### config.mk
export PLATFORM = sky130hd
export DESIGN_NAME = simd_sequencer_flat
export DESIGN_NICKNAME = d
export VERILOG_FILES = /design/src/rtl/simd_sequencer_if.sv /design/src/rtl/simd_sequencer.sv /design/src/flat_wrapper.sv
export SDC_FILE = /design/constraint.sdc
export NUM_CORES = 1
export LEC_CHECK = 0
export ABC_AREA = 1
export BUFFER_PORTS_ARGS = -buffer_cell sky130_fd_sc_hd__buf_4
export CAP_MARGIN = 20
export CORE_UTILIZATION = 45
export DETAILED_ROUTE_END_ITERATION = 8
export PLACE_DENSITY = 0.8
export SLEW_MARGIN = 30
export SYNTH_ARGS = -nofsm -noshare
export SYNTH_HDL_FRONTEND = slang
export SYNTH_SLANG_ARGS = --single-unit
### constraint.sdc
create_clock -name clk -period 3.7 [get_ports clk]
set_clock_uncertainty 0.1 [all_clocks]
set_input_delay 0.555 -clock clk [delete_from_list [all_inputs] [get_ports clk]]
set_output_delay 0.555 -clock clk [all_outputs]
set_load 0.01 [all_outputs]
### src/rtl/simd_sequencer_if.sv
// Bus bundle between the SIMD sequencer and its environment (instruction memory,
// datapath controls, host start/step/stall handshake).
interface simd_sequencer_if #(
   parameter int INS_ADDR_WIDTH = 10,
   parameter int ADDR_WIDTH     = 10,
   parameter int OPCODE_WIDTH   = 4,
   parameter int OP_SEL_WIDTH   = 2
);
   logic                                  start;
   logic                                  step;
   logic                                  stall;
   logic [OPCODE_WIDTH+3*ADDR_WIDTH-1:0]  ins_data;
   logic [INS_ADDR_WIDTH-1:0]             pc;
   logic [ADDR_WIDTH-1:0]                 a_addr;
   logic [ADDR_WIDTH-1:0]                 b_addr;
   logic [ADDR_WIDTH-1:0]                 r_addr;
   logic [OP_SEL_WIDTH-1:0]               pe_op;
   logic [1:0]                            dot_ctrl;
   logic                                  write_en;
   logic                                  r_select;
   logic                                  issue_valid;
   logic                                  busy;
   logic                                  done;
   logic                                  err;

   modport master (
      input  start, step, stall, ins_data,
      output pc, a_addr, b_addr, r_addr, pe_op, dot_ctrl, write_en,
             r_select, issue_valid, busy, done, err
   );

   modport slave (
      output start, step, stall, ins_data,
      input  pc, a_addr, b_addr, r_addr, pe_op, dot_ctrl, write_en,
             r_select, issue_valid, busy, done, err
   );
endinterface

### src/rtl/simd_sequencer.sv
// Instruction fetch/decode/issue sequencer: start/done FSM, HALT, one-level
// hardware loop and a sticky illegal-instruction flag.
module simd_sequencer #(
   parameter int INS_ADDR_WIDTH = 10,
   parameter int ADDR_WIDTH     = 10,
   parameter int OPCODE_WIDTH   = 4,
   parameter int OP_SEL_WIDTH   = 2
) (
   input logic              clk,
   input logic              rstn,
   simd_sequencer_if.master bus
);
   typedef enum logic [1:0] {S_IDLE, S_FETCH, S_ISSUE, S_DONE} state_t;

   localparam logic [OPCODE_WIDTH-1:0] OP_NOP    = OPCODE_WIDTH'(0);
   localparam logic [OPCODE_WIDTH-1:0] OP_ADD    = OPCODE_WIDTH'(1);
   localparam logic [OPCODE_WIDTH-1:0] OP_SUB    = OPCODE_WIDTH'(2);
   localparam logic [OPCODE_WIDTH-1:0] OP_MUL    = OPCODE_WIDTH'(3);
   localparam logic [OPCODE_WIDTH-1:0] OP_DSHIFT = OPCODE_WIDTH'(4);
   localparam logic [OPCODE_WIDTH-1:0] OP_DACC   = OPCODE_WIDTH'(5);
   localparam logic [OPCODE_WIDTH-1:0] OP_DCLR   = OPCODE_WIDTH'(6);
   localparam logic [OPCODE_WIDTH-1:0] OP_PASSB  = OPCODE_WIDTH'(7);
   localparam logic [OPCODE_WIDTH-1:0] OP_LOOP   = OPCODE_WIDTH'(8);
   localparam logic [OPCODE_WIDTH-1:0] OP_HALT   = OPCODE_WIDTH'(9);

   localparam logic [OP_SEL_WIDTH-1:0] PE_PASSB = OP_SEL_WIDTH'(0);
   localparam logic [OP_SEL_WIDTH-1:0] PE_ADD   = OP_SEL_WIDTH'(1);
   localparam logic [OP_SEL_WIDTH-1:0] PE_SUB   = OP_SEL_WIDTH'(2);
   localparam logic [OP_SEL_WIDTH-1:0] PE_MUL   = OP_SEL_WIDTH'(3);

   state_t                      state_q, state_d;
   logic [INS_ADDR_WIDTH-1:0]   pc_q, pc_d;
   logic [ADDR_WIDTH-1:0]       a_q, a_d, b_q, b_d, r_q, r_d;
   logic [OP_SEL_WIDTH-1:0]     pe_op_q, pe_op_d;
   logic [1:0]                  dot_q, dot_d;
   logic                        we_q, we_d, rsel_q, rsel_d;
   logic                        iv_q, iv_d, err_q, err_d;
   logic                        loop_act_q, loop_act_d;
   logic [INS_ADDR_WIDTH-1:0]   loop_start_q, loop_start_d;
   logic [INS_ADDR_WIDTH-1:0]   loop_end_q, loop_end_d;
   logic [ADDR_WIDTH-1:0]       loop_rem_q, loop_rem_d;

   logic [OPCODE_WIDTH-1:0]     ins_op;
   logic [ADDR_WIDTH-1:0]       ins_a, ins_b, ins_r;
   logic [INS_ADDR_WIDTH-1:0]   loop_end_field;
   logic [INS_ADDR_WIDTH:0]     pc_inc;

   assign ins_op = bus.ins_data[OPCODE_WIDTH-1:0];
   assign ins_r  = bus.ins_data[OPCODE_WIDTH +: ADDR_WIDTH];
   assign ins_b  = bus.ins_data[OPCODE_WIDTH+ADDR_WIDTH +: ADDR_WIDTH];
   assign ins_a  = bus.ins_data[OPCODE_WIDTH+2*ADDR_WIDTH +: ADDR_WIDTH];
   // One extra bit so a LOOP at the last address sees pc+1 beyond any end field.
   assign pc_inc = {1'b0, pc_q} + 1'b1;

   generate
      if (ADDR_WIDTH >= INS_ADDR_WIDTH) begin : g_end_trunc
         assign loop_end_field = ins_r[INS_ADDR_WIDTH-1:0];
      end else begin : g_end_ext
         assign loop_end_field = {{(INS_ADDR_WIDTH-ADDR_WIDTH){1'b0}}, ins_r};
      end
   endgenerate

   always_comb begin
      state_d      = state_q;
      pc_d         = pc_q;
      a_d          = a_q;
      b_d          = b_q;
      r_d          = r_q;
      pe_op_d      = pe_op_q;
      rsel_d       = rsel_q;
      we_d         = 1'b0;
      dot_d        = 2'b00;
      iv_d         = 1'b0;
      err_d        = err_q;
      loop_act_d   = loop_act_q;
      loop_start_d = loop_start_q;
      loop_end_d   = loop_end_q;
      loop_rem_d   = loop_rem_q;
      case (state_q)
         S_IDLE, S_DONE: begin
            if (bus.start) begin
               state_d    = S_FETCH;
               pc_d       = '0;
               err_d      = 1'b0;
               loop_act_d = 1'b0;
               loop_rem_d = '0;
            end
         end
         S_FETCH: state_d = S_ISSUE;
         S_ISSUE: begin
            if (bus.step && !bus.stall) begin
               iv_d    = 1'b1;
               a_d     = ins_a;
               b_d     = ins_b;
               r_d     = ins_r;
               pe_op_d = PE_PASSB;
               rsel_d  = 1'b0;
               case (ins_op)
                  OP_NOP:    ;
                  OP_ADD:    begin pe_op_d = PE_ADD; we_d = 1'b1; end
                  OP_SUB:    begin pe_op_d = PE_SUB; we_d = 1'b1; end
                  OP_MUL:    begin pe_op_d = PE_MUL; we_d = 1'b1; end
                  OP_DSHIFT: begin pe_op_d = PE_MUL; we_d = 1'b1; rsel_d = 1'b1; dot_d = 2'b01; end
                  OP_DACC:   begin pe_op_d = PE_MUL; we_d = 1'b1; rsel_d = 1'b1; dot_d = 2'b10; end
                  OP_DCLR:   begin pe_op_d = PE_MUL; we_d = 1'b1; rsel_d = 1'b1; dot_d = 2'b11; end
                  OP_PASSB:  begin pe_op_d = PE_PASSB; we_d = 1'b1; end
                  OP_LOOP: begin
                     if (loop_act_q) begin
                        err_d = 1'b1;
                     end else if ({1'b0, loop_end_field} >= pc_inc) begin
                        // An end address behind the body leaves the loop unarmed.
                        loop_act_d   = 1'b1;
                        loop_start_d = pc_inc[INS_ADDR_WIDTH-1:0];
                        loop_end_d   = loop_end_field;
                        loop_rem_d   = (ins_a == '0) ? '0 : ins_a - 1'b1;
                     end
                  end
                  OP_HALT:   ;
                  default:   err_d = 1'b1;
               endcase

               if (ins_op == OP_HALT) begin
                  state_d = S_DONE;
               end else if (loop_act_q && pc_q == loop_end_q && loop_rem_q != '0) begin
                  state_d    = S_FETCH;
                  pc_d       = loop_start_q;
                  loop_rem_d = loop_rem_q - 1'b1;
               end else begin
                  if (loop_act_q && pc_q == loop_end_q) loop_act_d = 1'b0;
                  if (pc_q == '1) begin
                     state_d = S_DONE;
                  end else begin
                     state_d = S_FETCH;
                     pc_d    = pc_inc[INS_ADDR_WIDTH-1:0];
                  end
               end
            end
         end
         default: state_d = S_IDLE;
      endcase
   end

   always_ff @(posedge clk) begin
      if (!rstn) begin
         state_q      <= S_IDLE;
         pc_q         <= '0;
         a_q          <= '0;
         b_q          <= '0;
         r_q          <= '0;
         pe_op_q      <= '0;
         dot_q        <= 2'b00;
         we_q         <= 1'b0;
         rsel_q       <= 1'b0;
         iv_q         <= 1'b0;
         err_q        <= 1'b0;
         loop_act_q   <= 1'b0;
         loop_start_q <= '0;
         loop_end_q   <= '0;
         loop_rem_q   <= '0;
      end else begin
         state_q      <= state_d;
         pc_q         <= pc_d;
         a_q          <= a_d;
         b_q          <= b_d;
         r_q          <= r_d;
         pe_op_q      <= pe_op_d;
         dot_q        <= dot_d;
         we_q         <= we_d;
         rsel_q       <= rsel_d;
         iv_q         <= iv_d;
         err_q        <= err_d;
         loop_act_q   <= loop_act_d;
         loop_start_q <= loop_start_d;
         loop_end_q   <= loop_end_d;
         loop_rem_q   <= loop_rem_d;
      end
   end

   assign bus.pc          = pc_q;
   assign bus.a_addr      = a_q;
   assign bus.b_addr      = b_q;
   assign bus.r_addr      = r_q;
   assign bus.pe_op       = pe_op_q;
   assign bus.dot_ctrl    = dot_q;
   assign bus.write_en    = we_q;
   assign bus.r_select    = rsel_q;
   assign bus.issue_valid = iv_q;
   assign bus.err         = err_q;
   assign bus.busy        = (state_q == S_FETCH) || (state_q == S_ISSUE);
   assign bus.done        = (state_q == S_DONE);
endmodule

### src/flat_wrapper.sv
// flat-port wrapper written by rule: the top's interface ports become plain ports
module simd_sequencer_flat 
#(
   parameter int INS_ADDR_WIDTH = 10,
   parameter int ADDR_WIDTH     = 10,
   parameter int OPCODE_WIDTH   = 4,
   parameter int OP_SEL_WIDTH   = 2
)
  (clk, rstn, bus_start, bus_step, bus_stall, bus_ins_data, bus_pc, bus_a_addr, bus_b_addr, bus_r_addr, bus_pe_op, bus_dot_ctrl, bus_write_en, bus_r_select, bus_issue_valid, bus_busy, bus_done, bus_err);
  simd_sequencer_if #(.INS_ADDR_WIDTH(INS_ADDR_WIDTH), .ADDR_WIDTH(ADDR_WIDTH), .OPCODE_WIDTH(OPCODE_WIDTH), .OP_SEL_WIDTH(OP_SEL_WIDTH)) bus_i ();
  input logic clk;
  input logic rstn;
  input wire logic [$bits(bus_i.start)-1:0] bus_start;
  input wire logic [$bits(bus_i.step)-1:0] bus_step;
  input wire logic [$bits(bus_i.stall)-1:0] bus_stall;
  input wire logic [$bits(bus_i.ins_data)-1:0] bus_ins_data;
  output wire logic [$bits(bus_i.pc)-1:0] bus_pc;
  output wire logic [$bits(bus_i.a_addr)-1:0] bus_a_addr;
  output wire logic [$bits(bus_i.b_addr)-1:0] bus_b_addr;
  output wire logic [$bits(bus_i.r_addr)-1:0] bus_r_addr;
  output wire logic [$bits(bus_i.pe_op)-1:0] bus_pe_op;
  output wire logic [$bits(bus_i.dot_ctrl)-1:0] bus_dot_ctrl;
  output wire logic [$bits(bus_i.write_en)-1:0] bus_write_en;
  output wire logic [$bits(bus_i.r_select)-1:0] bus_r_select;
  output wire logic [$bits(bus_i.issue_valid)-1:0] bus_issue_valid;
  output wire logic [$bits(bus_i.busy)-1:0] bus_busy;
  output wire logic [$bits(bus_i.done)-1:0] bus_done;
  output wire logic [$bits(bus_i.err)-1:0] bus_err;
  assign bus_i.start = bus_start;
  assign bus_i.step = bus_step;
  assign bus_i.stall = bus_stall;
  assign bus_i.ins_data = bus_ins_data;
  assign bus_pc = bus_i.pc;
  assign bus_a_addr = bus_i.a_addr;
  assign bus_b_addr = bus_i.b_addr;
  assign bus_r_addr = bus_i.r_addr;
  assign bus_pe_op = bus_i.pe_op;
  assign bus_dot_ctrl = bus_i.dot_ctrl;
  assign bus_write_en = bus_i.write_en;
  assign bus_r_select = bus_i.r_select;
  assign bus_issue_valid = bus_i.issue_valid;
  assign bus_busy = bus_i.busy;
  assign bus_done = bus_i.done;
  assign bus_err = bus_i.err;
  simd_sequencer #(.INS_ADDR_WIDTH(INS_ADDR_WIDTH), .ADDR_WIDTH(ADDR_WIDTH), .OPCODE_WIDTH(OPCODE_WIDTH), .OP_SEL_WIDTH(OP_SEL_WIDTH)) u_core (.clk(clk), .rstn(rstn), .bus(bus_i));
endmodule
==> impl_results.html, run 1 <==
<table>
<tr><th>Metric</th><th>Value</th></tr>
<tr><th colspan="2">Timing</th></tr>
<tr><td>Slew headroom</td><td>48.03%</td></tr>
<tr><td>Final worst path period need</td><td>3.169 ns</td></tr>
<tr><td># setup viols final</td><td>0</td></tr>
<tr><td>Fin. Hold Viols</td><td>0</td></tr>
<tr><td>Number of pins exceeding their max-slew limit in the final report</td><td>0</td></tr>
<tr><td>TNS Setup</td><td>0 ns</td></tr>
<tr><td>Fmax achieved</td><td>315.6 MHz</td></tr>
<tr><td>Worst-Margin Slew</td><td>0.7773 ns</td></tr>
<tr><td>RSZ-0062 raised after global routing</td><td>false</td></tr>
<tr><td>Ratio of final minimum period to clock period</td><td>85.64%</td></tr>
<tr><th colspan="2">Clock network</th></tr>
<tr><td>Clock Sink Count</td><td>81</td></tr>
<tr><td>Number of buffers between clock root and the deepest sink</td><td>2</td></tr>
<tr><td>Clock latency at the later pin of the worst-skew pair</td><td>0.36 ns</td></tr>
<tr><td>TritonCTS clock tree</td><td>done</td></tr>
<tr><td>CTS clock-pin slew for the worst setup and hold paths</td><td>0.09 ns</td></tr>
<tr><td>Number of buffers created by CTS</td><td>9</td></tr>
<tr><td>Root cell of the clock tree</td><td>clkbuf_8</td></tr>
<tr><td>CTS H-tree lvls</td><td>3</td></tr>
<tr><td># resized after CTS</td><td>0</td></tr>
<tr><td>Buffer count from post-CTS setup fixing</td><td>0</td></tr>
<tr><td>Count of hold-fix buffers inserted at cts</td><td>0</td></tr>
<tr><th colspan="2">Synth</th></tr>
<tr><td>Synthesized cell area</td><td>0.004320 sq mm</td></tr>
<tr><td>Cell count after synthesis</td><td>619</td></tr>
<tr><td>Proportion of synthesized flip-flops having asynchronous set or reset</td><td>0%</td></tr>
<tr><td>Most instantiated cells after synthesis</td><td>nand2_1 (107), nor2_1 (91), dfxtp_1 (81)</td></tr>
<tr><td>Dominant cell type by area after synthesis</td><td>dfxtp_1</td></tr>
<tr><td>Net count of the mapped netlist</td><td>673</td></tr>
<tr><td>Warning count from the yosys run</td><td>0</td></tr>
<tr><td>Synth unique cells</td><td>35</td></tr>
<tr><td>Number of enable flip-flop cells after synthesis</td><td>0</td></tr>
<tr><td>Number of synthesized register bits</td><td>81</td></tr>
<tr><td>Post-Syn Area per Cell</td><td>6.980 sq um</td></tr>
<tr><td>Cells taking the most area after synthesis</td><td>dfxtp_1 (38%), nand2_1 (9.3%), nor2_1 (7.9%), a21oi_1 (7.8%), o21ai_0 (5.8%)</td></tr>
<tr><td>Dominant cell by count in the synthesized netlist</td><td>nand2_1</td></tr>
<tr><td>Top-area cell type share of the netlist area</td><td>37.53%</td></tr>
<tr><td>Top_reg_cell synth</td><td>dfxtp_1</td></tr>
<tr><td>Sequential fraction of the synthesis area</td><td>37.53%</td></tr>
<tr><th colspan="2">Hold path</th></tr>
<tr><td>Hold wc startpoint</td><td>bus_ins_data[0]</td></tr>
<tr><td>Hold path endpoint</td><td>u_core.bus.dot_ctrl[0]</td></tr>
<tr><td>Cell count of the worst hold path</td><td>2</td></tr>
<tr><td>Min-Delay Path Class</td><td>in -&gt; reg</td></tr>
<tr><th colspan="2">Setup path</th></tr>
<tr><td>Req. time, crit path</td><td>3.84 ns</td></tr>
<tr><td>Critical path startpoint category</td><td>flop</td></tr>
<tr><td>Peak fanout along the critical path</td><td>20</td></tr>
<tr><td>CP arrival</td><td>3.31 ns</td></tr>
<tr><td>Endpoint of the most critical register-to-register path</td><td>u_core.loop_end_q[0]</td></tr>
<tr><td>Reg-to-reg slack, setup</td><td>0.53 ns</td></tr>
<tr><td>Reg-to-Reg Start</td><td>u_core.bus.pc[0]</td></tr>
<tr><td>Number of cells on the worst reg-to-reg path</td><td>21</td></tr>
<tr><td>Endpoint class of the critical path</td><td>flop</td></tr>
<tr><td>Category of the critical setup timing path</td><td>reg -&gt; reg</td></tr>
<tr><th colspan="2">Power</th></tr>
<tr><td>Cell internal power dissipation</td><td>1.374 mW</td></tr>
<tr><td>Cell leakage power</td><td>2.463 nW</td></tr>
<tr><td>Net switching component of the power</td><td>0.5982 mW</td></tr>
<tr><td>Cell area power density</td><td>378.7 mW/mm^2</td></tr>
<tr><td>Proportion of power drawn by the clock network</td><td>33.8%</td></tr>
<tr><td>Sequential power share</td><td>47.2%</td></tr>
<tr><td>Combinational power share</td><td>18.9%</td></tr>
<tr><td>Peak supply drop</td><td>0.1985 mV</td></tr>
<tr><td>Switching part of the total power</td><td>30.32%</td></tr>
<tr><th colspan="2">Routing</th></tr>
<tr><td>Drt drc</td><td>0</td></tr>
<tr><td>Total number of vias</td><td>4317</td></tr>
<tr><td>Number of optimization iterations in the first detailed-route pass</td><td>5</td></tr>
<tr><td>Violation count after the first detailed-routing iteration</td><td>303</td></tr>
<tr><td>Routed via count divided by cell count</td><td>5.207</td></tr>
<tr><td>Detailed-route wire length per cell</td><td>13.63 microns</td></tr>
<tr><td>Final antenna-violating net count</td><td>0</td></tr>
<tr><td>Final wirelength</td><td>11300 microns</td></tr>
<tr><th colspan="2">Global route</th></tr>
<tr><td>Wire length of the first global-routing pass</td><td>18890 microns</td></tr>
<tr><td>Remaining Overflow, GRT</td><td>0</td></tr>
<tr><td>Number of global-route vias before repair</td><td>4027</td></tr>
<tr><td>Pin count of the biggest net entering global routing</td><td>59</td></tr>
<tr><td>Total global routing track utilization</td><td>23.63%</td></tr>
<tr><td>Number of antenna violations at the first check in global routing</td><td>0</td></tr>
<tr><th colspan="2">Die</th></tr>
<tr><td>Starting density of the core</td><td>46.54%</td></tr>
<tr><td>Total core area</td><td>0.009284 sq mm</td></tr>
<tr><td>Width of the chip</td><td>99.99 microns</td></tr>
<tr><td>Die outline area</td><td>0.009997 sq mm</td></tr>
<tr><td>Core Rows</td><td>35</td></tr>
<tr><td>Die height</td><td>99.99 microns</td></tr>
<tr><td>Count of pins on the block boundary</td><td>89</td></tr>
<tr><th colspan="2">Place</th></tr>
<tr><td>Post-detailed-placement half-perimeter wirelength</td><td>8083 microns</td></tr>
<tr><td>Count of placed standard cells including taps</td><td>813</td></tr>
<tr><td>Final Wtd Congestion</td><td>0.8957</td></tr>
<tr><td>Port Buffers</td><td>88</td></tr>
<tr><th colspan="2">Layout</th></tr>
<tr><td>FF+latch area</td><td>0.001622 sq mm</td></tr>
<tr><td>Layout fillers</td><td>895</td></tr>
<tr><td>Synth-to-Final Area Change</td><td>20.56%</td></tr>
<tr><td>Multi-input gate area</td><td>0.002287 sq mm</td></tr>
<tr><td>Layout cells sized above 1</td><td>19.43%</td></tr>
<tr><td>Non-filler cells, final</td><td>829</td></tr>
<tr><td>Final nets</td><td>749</td></tr>
<tr><td>Number of inserted diodes</td><td>0</td></tr>
<tr><th colspan="2">Status</th></tr>
<tr><td>Status</td><td>finished clean</td></tr>
<tr><th colspan="2">Flow run</th></tr>
<tr><td>Max cap viols</td><td>0</td></tr>
</table>
[metrics by stage]
stage / setup WS [ns] / util, % / hold WS (ns) / area (sq um) / total power [mW]
floorplan: 0.9762 / - / 0.3359 / 4320 / 1.181
global placement: 0.7641 / 53.99 / 0.3454 / 5012 / 1.310
detailed placement: 0.5834 / 53.99 / 0.3570 / 5012 / 1.320
CTS: 0.5681 / 56.11 / 0.2811 / 5209 / 1.976
global route: 0.2356 / 56.11 / 0.2825 / 5209 / 2.068
finish: 0.5314 / 56.11 / 0.2871 / 5209 / 1.973
[area by class of cell]
type                    count  share of cell area (%)
repair buffers             90                   12.97
well taps                 129                   3.099
multi-input cells         442                   43.91
inverters                  71                   5.117
flip-flops and latches     81                   31.13
clock inverters             4                  0.9849
clock buffers              12                   2.786
[per-layer routing]
metal	track usage (%)	routed length (microns)	vias to the layer above	share of wire, %
li1	-	-	2155	-
met1	31.49	5054	1981	45
met2	37.72	5282	162	47
met3	5.641	812	19	7.2
met4	7.804	151	0	1.3
met5	0	0	-	0
[power by group through the flow]
stage	sequential, mW	combinational, mW	clock [mW]
after global routing	0.935	0.419	0.713
final	0.931	0.374	0.668
after CTS	0.931	0.370	0.675
after floorplan	0.955	0.226	0
after global placement	0.950	0.360	0
after detailed placement	0.951	0.369	0
[critical path: stages (launching register included)]
cell and delay (ns):
dfxtp_1 0.47, ha_1 0.24, nand2_2 0.09, nor2_4 0.11, nand3_1 0.11, nor2_1 0.16, xor2_1 0.18, inv_1 0.09
ha_1 0.30, nand2_1 0.05, inv_1 0.05, nand2_1 0.04, inv_1 0.04, nand2_1 0.05, nand2_1 0.05, nand2_1 0.05
nand2_2 0.08, nand3_4 0.18, nor2_4 0.15, inv_2 0.19, o21ai_1 0.20, a21oi_1 0.05
[flip-flops by register name, summed over array words and instances, names as in the netlist]
| register | flops |
|---|---|
| u_core.bus.a_addr | 10 |
| u_core.bus.b_addr | 10 |
| u_core.bus.dot_ctrl | 2 |
| u_core.bus.err | 1 |
| u_core.bus.issue_valid | 1 |
| u_core.bus.pc | 10 |
| u_core.bus.pe_op | 2 |
| u_core.bus.r_addr | 10 |
| u_core.bus.r_select | 1 |
| u_core.bus.write_en | 1 |
| u_core.loop_act_q | 1 |
| u_core.loop_end_q | 10 |
| u_core.loop_rem_q | 10 |
| u_core.loop_start_q | 10 |
| u_core.state_q | 2 |
[cells by family after synthesis]
family | count (synthesis) | synth area share, %
buffers and inverters | 96 | 9.585
AND/OR/NAND/NOR | 256 | 25.37
flip-flops | 81 | 37.53
adder cells (fa/ha/maj) | 15 | 4.344
AO/OA/AOI/OAI | 149 | 18.71
XOR/XNOR | 22 | 4.460
[how the worst max path moves through the flow]
stage | startpoint | endpoint | cells after the start
final | u_core.bus.pc[0] | u_core.loop_end_q[0] | 21
after global placement | u_core.bus.pc[0] | u_core.loop_start_q[8] | 21
after CTS | u_core.bus.pc[0] | u_core.loop_end_q[0] | 21
after global routing | u_core.bus.pc[0] | u_core.loop_end_q[2] | 21
after detailed placement | u_core.bus.pc[0] | u_core.loop_end_q[0] | 21
after floorplan | u_core.bus.pc[0] | u_core.loop_end_q[5] | 22
[placed cells by master, fill, tap and decap left out, types with 8 or more instances in the layout]
master / instances
nand2_1: 107
xor2_1: 16
o21ai_1: 13
nor2_1: 90
inv_1: 65
dfxtp_1: 81
o21ai_0: 50
nor3_1: 8
a21oi_1: 67
clkbuf_8: 10
buf_4: 90
nand3_1: 24
ha_1: 15
(Power assumes the default switching activity.)
==> run 2, diff against run 1 <==
- CORE_ASPECT_RATIO: unset -> 1.4
==> run 2 against run 1 <==
The run now ends with DRC left. Sequential share of layout area shrank 0.43 points. Die area about the same. Utilization is 1.4 points higher. Total power is 12% higher. Routed wire length is 5.7% higher. Combinational power grew 1%. Hold slack better by 0.020 ns. Highest routed layer unchanged. Sequential cell count stayed put. Via count up 0.44%. Clock power increased by 35%. Cell count down 2.7%.
==> impl_results.html, run 2 (synthesis gave the netlist of run 1 again) <==
<table>
<tr><th>Metric</th><th>Value</th></tr>
<tr><th colspan="2">Global route</th></tr>
<tr><td>Remaining Overflow, GRT</td><td>0 (unchanged)</td></tr>
<tr><td>Wire length of the first global-routing pass</td><td>19890 microns (+5.3%)</td></tr>
<tr><td>Number of global-route vias before repair</td><td>4297 (+6.7%)</td></tr>
<tr><td>Pin count of the biggest net entering global routing</td><td>59 (unchanged)</td></tr>
<tr><td>Total global routing track utilization</td><td>25.07% (+1.4 points)</td></tr>
<tr><td>Number of antenna violations at the first check in global routing</td><td>0 (unchanged)</td></tr>
<tr><th colspan="2">Die</th></tr>
<tr><td>Total core area</td><td>0.009183 sq mm (-1.1%)</td></tr>
<tr><td>Core Rows</td><td>41 (+17%)</td></tr>
<tr><td>Width of the chip</td><td>84.81 microns (-15%)</td></tr>
<tr><td>Die height</td><td>117.9 microns (+18%)</td></tr>
<tr><td>Starting density of the core</td><td>47.05% (+0.51 points)</td></tr>
<tr><td>Count of pins on the block boundary</td><td>89 (unchanged)</td></tr>
<tr><td>Die outline area</td><td>0.01000 sq mm (about the same)</td></tr>
<tr><th colspan="2">Clock network</th></tr>
<tr><td>Count of hold-fix buffers inserted at cts</td><td>0 (unchanged)</td></tr>
<tr><td>TritonCTS clock tree</td><td>done</td></tr>
<tr><td>CTS H-tree lvls</td><td>3 (unchanged)</td></tr>
<tr><td># resized after CTS</td><td>0 (unchanged)</td></tr>
<tr><td>Clock Sink Count</td><td>81 (unchanged)</td></tr>
<tr><td>Clock latency at the later pin of the worst-skew pair</td><td>0.34 ns (-0.02 ns)</td></tr>
<tr><td>Number of buffers created by CTS</td><td>9 (unchanged)</td></tr>
<tr><td>Buffer count from post-CTS setup fixing</td><td>0 (unchanged)</td></tr>
<tr><td>Root cell of the clock tree</td><td>clkbuf_16</td></tr>
<tr><td>Number of buffers between clock root and the deepest sink</td><td>2 (unchanged)</td></tr>
<tr><td>CTS clock-pin slew for the worst setup and hold paths</td><td>0.06 ns (-0.03 ns)</td></tr>
<tr><th colspan="2">Layout</th></tr>
<tr><td>Layout cells sized above 1</td><td>19.43% (unchanged)</td></tr>
<tr><td>Final cell utilization of the core</td><td>57.51% (+1.4 points)</td></tr>
<tr><td>Synth-to-Final Area Change</td><td>22.24%</td></tr>
<tr><td>Final nets</td><td>749 (unchanged)</td></tr>
<tr><td>FF+latch area</td><td>0.001622 sq mm (unchanged)</td></tr>
<tr><td>Number of inserted diodes</td><td>0 (unchanged)</td></tr>
<tr><td>Most common cell after layout, fill and taps aside</td><td>nand2_1</td></tr>
<tr><td>Final non-filler cell area</td><td>0.005281 sq mm (+1.4%)</td></tr>
<tr><td>Layout fillers</td><td>889 (-0.67%)</td></tr>
<tr><td>Commonest cells after routing, fill and taps aside</td><td>nand2_1 (107), nor2_1 (90), buf_4 (90), dfxtp_1 (81), a21oi_1 (67)</td></tr>
<tr><td>Multi-input gate area</td><td>0.002287 sq mm (unchanged)</td></tr>
<tr><th colspan="2">Setup path</th></tr>
<tr><td>CP arrival</td><td>3.39 ns (+0.08 ns)</td></tr>
<tr><td>Cells along the critical path</td><td>ha_1, nand2_2, nor2_4, nand3_1, nor2_1, xor2_1, inv_1, ha_1, nand2_1, inv_1, nand2_1, inv_1, nand2_1, nand2_1, nand2_1, nand2_2, nand3_4, nor2_4, inv_2, o21ai_2, a21oi_2</td></tr>
<tr><td>Slowest Stage Delay on Critical Path</td><td>0.47 ns (about the same)</td></tr>
<tr><td>Peak fanout along the critical path</td><td>20 (unchanged)</td></tr>
<tr><td>Critical path startpoint category</td><td>flop</td></tr>
<tr><td>Worst path most repeated cell</td><td>nand2_1</td></tr>
<tr><td>Category of the critical setup timing path</td><td>reg -&gt; reg</td></tr>
<tr><td>Req. time, crit path</td><td>3.82 ns (-0.02 ns)</td></tr>
<tr><td>Slowest cell on the critical path</td><td>dfxtp_1</td></tr>
<tr><td>Endpoint class of the critical path</td><td>flop</td></tr>
<tr><th colspan="2">Timing</th></tr>
<tr><td>Number of pins exceeding their max-slew limit in the final report</td><td>0 (unchanged)</td></tr>
<tr><td>Slew headroom</td><td>49.47% (+1.4 points)</td></tr>
<tr><td>Fin. Hold Viols</td><td>0 (unchanged)</td></tr>
<tr><td>Ratio of final minimum period to clock period</td><td>88.51% (+2.9 points)</td></tr>
<tr><td>Final worst path period need</td><td>3.275 ns (+0.1064 ns)</td></tr>
<tr><td>RSZ-0062 raised after global routing</td><td>false</td></tr>
<tr><td>Worst-Margin Slew</td><td>0.7572 ns (-0.02015 ns)</td></tr>
<tr><td>Fmax achieved</td><td>305.3 MHz (-3.2%)</td></tr>
<tr><td>TNS Setup</td><td>0 ns (unchanged)</td></tr>
<tr><td># setup viols final</td><td>0 (unchanged)</td></tr>
<tr><th colspan="2">Routing</th></tr>
<tr><td>Total number of vias</td><td>4336 (+0.44%)</td></tr>
<tr><td>Final antenna-violating net count</td><td>0 (unchanged)</td></tr>
<tr><td>Drt drc</td><td>4 (+4)</td></tr>
<tr><td>Number of optimization iterations in the first detailed-route pass</td><td>7 (+2)</td></tr>
<tr><td>Detailed-route wire length per cell</td><td>14.80 microns (+8.6%)</td></tr>
<tr><td>Violation count after the first detailed-routing iteration</td><td>268 (-12%)</td></tr>
<tr><td>Final wirelength</td><td>11940 microns (+5.7%)</td></tr>
<tr><td>Routed via count divided by cell count</td><td>5.373 (+3.2%)</td></tr>
<tr><th colspan="2">Place</th></tr>
<tr><td>Final Wtd Congestion</td><td>0.9651 (+7.7%)</td></tr>
<tr><td>Port Buffers</td><td>88 (unchanged)</td></tr>
<tr><td>Placed inst area</td><td>0.004985 sq mm (-0.55%)</td></tr>
<tr><td>Post-detailed-placement half-perimeter wirelength</td><td>8607 microns (+6.5%)</td></tr>
<tr><th colspan="2">Flow run</th></tr>
<tr><td>Max cap viols</td><td>0 (unchanged)</td></tr>
<tr><th colspan="2">Status</th></tr>
<tr><td>Failing checks</td><td>DRC</td></tr>
<tr><td>Status</td><td>finished, violations left</td></tr>
<tr><th colspan="2">Hold path</th></tr>
<tr><td>Min-Delay Path Class</td><td>in -&gt; reg</td></tr>
<tr><th colspan="2">Power</th></tr>
<tr><td>Peak supply drop</td><td>0.2386 mV (+20%)</td></tr>
<tr><td>Cell leakage power</td><td>2.506 nW (+1.8%)</td></tr>
<tr><td>Cell area power density</td><td>418.6 mW/mm^2 (+11%)</td></tr>
</table>
## run 2: cell types whose count changed in the layout (fill, tap and decap cells not counted), sizes merged
cell	change
clkbuf	-1
clkinv	+1
## run 2: stage by stage
step	hold WS [ns]	power, mW	cells	setup WS (ns)
after floorplan	0.3359	1.181	619	0.9762
after global placement	0.3524	1.319	791	0.6275
after detailed placement	0.3626	1.327	791	0.4754
after CTS	0.2959	2.223	807	0.4573
after global routing	0.3027	2.310	807	0.1175
final	0.3072	2.210	807	0.4250
## run 2: critical path: cells and delay by family, from the launching register on
family	cells	cell delay, ns
AOI/OAI and AO/OA	2	0.24
xor gates and xnor gates	1	0.16
adders and majority gates	2	0.55
buffers and inverters	4	0.42
DFF	1	0.47
and+or+nand+nor	12	1.20
## run 2: power breakdown
part	leakage, nW	internal [mW]	switching, mW
clock	0.140	0.528	0.370
combinational	1.71	0.145	0.234
sequential	0.654	0.898	0.0348
total	2.51	1.57	0.639
## run 2: metal layers
metal | part of all wire (%) | vias to the layer above | global-route usage [%]
li1 | - | 2162 | -
met1 | 39 | 1975 | 27.88
met2 | 51 | 153 | 43.90
met3 | 5.1 | 46 | 2.735
met4 | 5.0 | 0 | 17.69
met5 | 0 | - | 0
## run 2: worst paths after layout
kind	from	to	slack, ns	cells after the start
max reg2reg	u_core.bus.pc[0]	u_core.loop_end_q[3]	0.43	21
max	u_core.bus.pc[0]	u_core.loop_end_q[3]	0.43	21
min reg2reg	u_core.bus.r_addr[9]	u_core.bus.r_addr[9]	0.37	2
min	bus_ins_data[0]	u_core.bus.dot_ctrl[0]	0.31	2
## run 2: cell type report
class	count	area share, %
flip-flops and latches	81	30.70
inverters	71	5.046
clock buffers	11	4.407
well taps	107	2.535
clock inverters	5	1.208
multi-input cells	442	43.31
repair buffers	90	12.79
==> run 3, diff against run 2 <==
- PLACE_DENSITY: 0.8 -> 0.77
==> run 3 against run 2 <==
The run still ends with DRC left. Worst setup slack improved by 0.10 ns. Utilization decreased by 0.18 points. Sequential power about the same. Clock power decreased by 10%. Non-clock buffer count increased by 2. Register-to-register slack improved by 0.10 ns. Total power decreased by 4.1%. First-iteration DRC count decreased by 9.7%. Highest routed layer unchanged.
==> impl_results.html, run 3 (synthesis gave the netlist of run 1 again) <==
<table>
<tr><th>Metric</th><th>Value</th></tr>
<tr><th colspan="2">Global route</th></tr>
<tr><td>Wire length of the first global-routing pass</td><td>19420 microns (-2.3%)</td></tr>
<tr><td>Remaining Overflow, GRT</td><td>0 (unchanged)</td></tr>
<tr><td>Pin count of the biggest net entering global routing</td><td>59 (unchanged)</td></tr>
<tr><td>Total global routing track utilization</td><td>24.71% (-0.36 points)</td></tr>
<tr><td>Number of global-route vias before repair</td><td>4144 (-3.6%)</td></tr>
<tr><td>Number of antenna violations at the first check in global routing</td><td>0 (unchanged)</td></tr>
<tr><th colspan="2">Routing</th></tr>
<tr><td>Number of optimization iterations in the first detailed-route pass</td><td>7 (unchanged)</td></tr>
<tr><td>Violation count after the first detailed-routing iteration</td><td>242 (-9.7%)</td></tr>
<tr><td>Drt drc</td><td>5 (+1)</td></tr>
<tr><td>Routed via count divided by cell count</td><td>5.319 (-1.0%)</td></tr>
<tr><td>Final antenna-violating net count</td><td>0 (unchanged)</td></tr>
<tr><td>Final wirelength</td><td>11850 microns (-0.82%)</td></tr>
<tr><td>Detailed-route wire length per cell</td><td>14.64 microns (-1.1%)</td></tr>
<tr><td>Total number of vias</td><td>4303 (-0.76%)</td></tr>
<tr><th colspan="2">Clock network</th></tr>
<tr><td># resized after CTS</td><td>0 (unchanged)</td></tr>
<tr><td>Buffer count from post-CTS setup fixing</td><td>0 (unchanged)</td></tr>
<tr><td>Count of hold-fix buffers inserted at cts</td><td>0 (unchanged)</td></tr>
<tr><td>Clock Sink Count</td><td>81 (unchanged)</td></tr>
<tr><td>Number of buffers created by CTS</td><td>9 (unchanged)</td></tr>
<tr><td>Clock latency at the later pin of the worst-skew pair</td><td>0.35 ns (about the same)</td></tr>
<tr><td>CTS H-tree lvls</td><td>3 (unchanged)</td></tr>
<tr><td>CTS clock-pin slew for the worst setup and hold paths</td><td>0.06 ns (about the same)</td></tr>
<tr><td>Root cell of the clock tree</td><td>clkbuf_16</td></tr>
<tr><td>Number of buffers between clock root and the deepest sink</td><td>2 (unchanged)</td></tr>
<tr><td>TritonCTS clock tree</td><td>done</td></tr>
<tr><th colspan="2">Power</th></tr>
<tr><td>Net switching component of the power</td><td>0.6223 mW (-2.7%)</td></tr>
<tr><td>Combinational power share</td><td>17.8% (+0.7 points)</td></tr>
<tr><td>Peak supply drop</td><td>0.2882 mV (+21%)</td></tr>
<tr><td>Switching part of the total power</td><td>29.36% (+0.45 points)</td></tr>
<tr><td>Proportion of power drawn by the clock network</td><td>38.2% (-2.4 points)</td></tr>
<tr><td>Cell leakage power</td><td>2.507 nW (about the same)</td></tr>
<tr><td>Overall Power</td><td>2.119 mW (-4.1%)</td></tr>
<tr><td>Sequential power share</td><td>44.1% (+1.9 points)</td></tr>
<tr><td>Cell area power density</td><td>402.5 mW/mm^2 (-3.8%)</td></tr>
<tr><td>Cell internal power dissipation</td><td>1.497 mW (-4.7%)</td></tr>
<tr><th colspan="2">Setup path</th></tr>
<tr><td>Req. time, crit path</td><td>3.86 ns (+0.04 ns)</td></tr>
<tr><td>Category of the critical setup timing path</td><td>reg -&gt; reg</td></tr>
<tr><td>Slowest Stage Delay on Critical Path</td><td>0.49 ns (+0.02 ns)</td></tr>
<tr><td>CP arrival</td><td>3.33 ns (-0.06 ns)</td></tr>
<tr><td>Endpoint class of the critical path</td><td>flop</td></tr>
<tr><td>Peak fanout along the critical path</td><td>20 (unchanged)</td></tr>
<tr><td>Worst path most repeated cell</td><td>nand2_1</td></tr>
<tr><td>Critical path startpoint category</td><td>flop</td></tr>
<tr><td>Cells along the critical path</td><td>ha_1, nand2_2, nor2_4, nand3_1, nor2_1, xor2_1, inv_1, ha_1, nand2_1, inv_1, nand2_1, inv_1, nand2_1, nand2_1, nand2_1, nand2_2, nand3_4, nor2_4, buf_4, nand2_1, a21oi_1</td></tr>
<tr><td>Slowest cell on the critical path</td><td>dfxtp_1</td></tr>
<tr><th colspan="2">Timing</th></tr>
<tr><td>TNS Setup</td><td>0 ns (unchanged)</td></tr>
<tr><td>Setup slack of the critical path after layout</td><td>0.5275 ns (+0.1025 ns)</td></tr>
<tr><td>RSZ-0062 raised after global routing</td><td>false</td></tr>
<tr><td>Slew headroom</td><td>49.01% (-0.46 points)</td></tr>
<tr><td>Ratio of final minimum period to clock period</td><td>85.74% (-2.8 points)</td></tr>
<tr><td>Number of pins exceeding their max-slew limit in the final report</td><td>0 (unchanged)</td></tr>
<tr><td>Worst Hold Margin</td><td>0.3085 ns (+0.001282 ns)</td></tr>
<tr><td># setup viols final</td><td>0 (unchanged)</td></tr>
<tr><td>Fmax achieved</td><td>315.2 MHz (+3.2%)</td></tr>
<tr><td>Fin. Hold Viols</td><td>0 (unchanged)</td></tr>
<tr><td>Worst-Margin Slew</td><td>0.7640 ns (+0.006882 ns)</td></tr>
<tr><td>Final worst path period need</td><td>3.172 ns (-0.1025 ns)</td></tr>
<tr><th colspan="2">Place</th></tr>
<tr><td>Setup slack at placement</td><td>0.6012 ns (+0.1259 ns)</td></tr>
<tr><td>Post-detailed-placement half-perimeter wirelength</td><td>8647 microns (+0.46%)</td></tr>
<tr><td>Port Buffers</td><td>88 (unchanged)</td></tr>
<tr><td>Count of placed standard cells including taps</td><td>793 (+0.25%)</td></tr>
<tr><td>Final Wtd Congestion</td><td>0.8776 (-9.1%)</td></tr>
<tr><td>Placed inst area</td><td>0.005000 sq mm (+0.30%)</td></tr>
<tr><th colspan="2">Layout</th></tr>
<tr><td>Most common cell after layout, fill and taps aside</td><td>nand2_1</td></tr>
<tr><td>Number of inserted diodes</td><td>0 (unchanged)</td></tr>
<tr><td>Non-filler cells, final</td><td>809 (+0.25%)</td></tr>
<tr><td>Layout cells sized above 1</td><td>19.66% (+0.23 points)</td></tr>
<tr><td>Final nets</td><td>751 (+0.27%)</td></tr>
<tr><td>Commonest cells after routing, fill and taps aside</td><td>nand2_1 (107), buf_4 (92), nor2_1 (90), dfxtp_1 (81), a21oi_1 (67)</td></tr>
<tr><td>Final non-filler cell area</td><td>0.005265 sq mm (-0.31%)</td></tr>
<tr><td>Final cell utilization of the core</td><td>57.34% (-0.18 points)</td></tr>
<tr><td>Synth-to-Final Area Change</td><td>21.87%</td></tr>
<tr><th colspan="2">Flow run</th></tr>
<tr><td>Max cap viols</td><td>0 (unchanged)</td></tr>
<tr><th colspan="2">Die</th></tr>
<tr><td>Count of pins on the block boundary</td><td>89 (unchanged)</td></tr>
<tr><td>Core Rows</td><td>41 (unchanged)</td></tr>
<tr><td>Width of the chip</td><td>84.81 microns (unchanged)</td></tr>
<tr><td>Starting density of the core</td><td>47.05% (unchanged)</td></tr>
<tr><td>Total core area</td><td>0.009183 sq mm (unchanged)</td></tr>
<tr><td>Die outline area</td><td>0.01000 sq mm (unchanged)</td></tr>
<tr><td>Die height</td><td>117.9 microns (unchanged)</td></tr>
<tr><th colspan="2">Status</th></tr>
<tr><td>Failing checks</td><td>DRC</td></tr>
<tr><td>Status</td><td>finished, violations left</td></tr>
<tr><th colspan="2">Hold path</th></tr>
<tr><td>Min-Delay Path Class</td><td>in -&gt; reg</td></tr>
</table>
run 3: cell types whose count changed in the layout (fill, tap and decap cells not counted), sizes merged:
cell,change
bufinv,-1
inv,-1
clkinvlp,-1
clkinv,+3
buf,+2
run 3: worst paths after layout:
kind         slack, ns  depth (start not counted)                 start                     end
max               0.53                         21      u_core.bus.pc[0]  u_core.loop_start_q[5]
min               0.31                          2       bus_ins_data[0]  u_core.bus.dot_ctrl[0]
max reg2reg       0.53                         21      u_core.bus.pc[0]  u_core.loop_start_q[5]
min reg2reg       0.36                          2  u_core.bus.r_addr[8]    u_core.bus.r_addr[8]
run 3: critical path, delay by kind of cell, from the launching register on:
kind | cells | cell delay [ns]
XOR/XNOR | 1 | 0.15
AO/OA/AOI/OAI | 1 | 0.17
adder cells (fa/ha/maj) | 2 | 0.55
buffers and inverters | 4 | 0.43
AND/OR/NAND/NOR | 13 | 1.19
flip-flops | 1 | 0.49
run 3: final cells by class:
class	instances	area, sq um
Multi-Input combinational cell	442	2287
Inverter	71	266.5
Timing Repair Buffer	92	690.7
Fill cell	891	3918
Tap cell	107	133.9
Clock inverter	5	32.53
Sequential cell	81	1622
Clock buffer	11	232.7
run 3: power groups by stage:
stage	combinational, mW	clock (mW)	sequential (mW)
2_1_floorplan	0.226	0	0.955
3_3_place_gp	0.368	0	0.951
3_5_place_dp	0.372	0	0.953
4_1_cts	0.375	0.825	0.934
5_1_grt	0.420	0.858	0.937
6_report	0.376	0.809	0.934
run 3: layer usage:
metal / track usage [%] / routed length (microns) / up-vias
met2: 43.04 / 6050 / 134
met5: 0 / 0 / -
li1: - / - / 2163
met4: 15.04 / 597 / 0
met1: 27.17 / 4716 / 1958
met3: 5.119 / 481 / 48
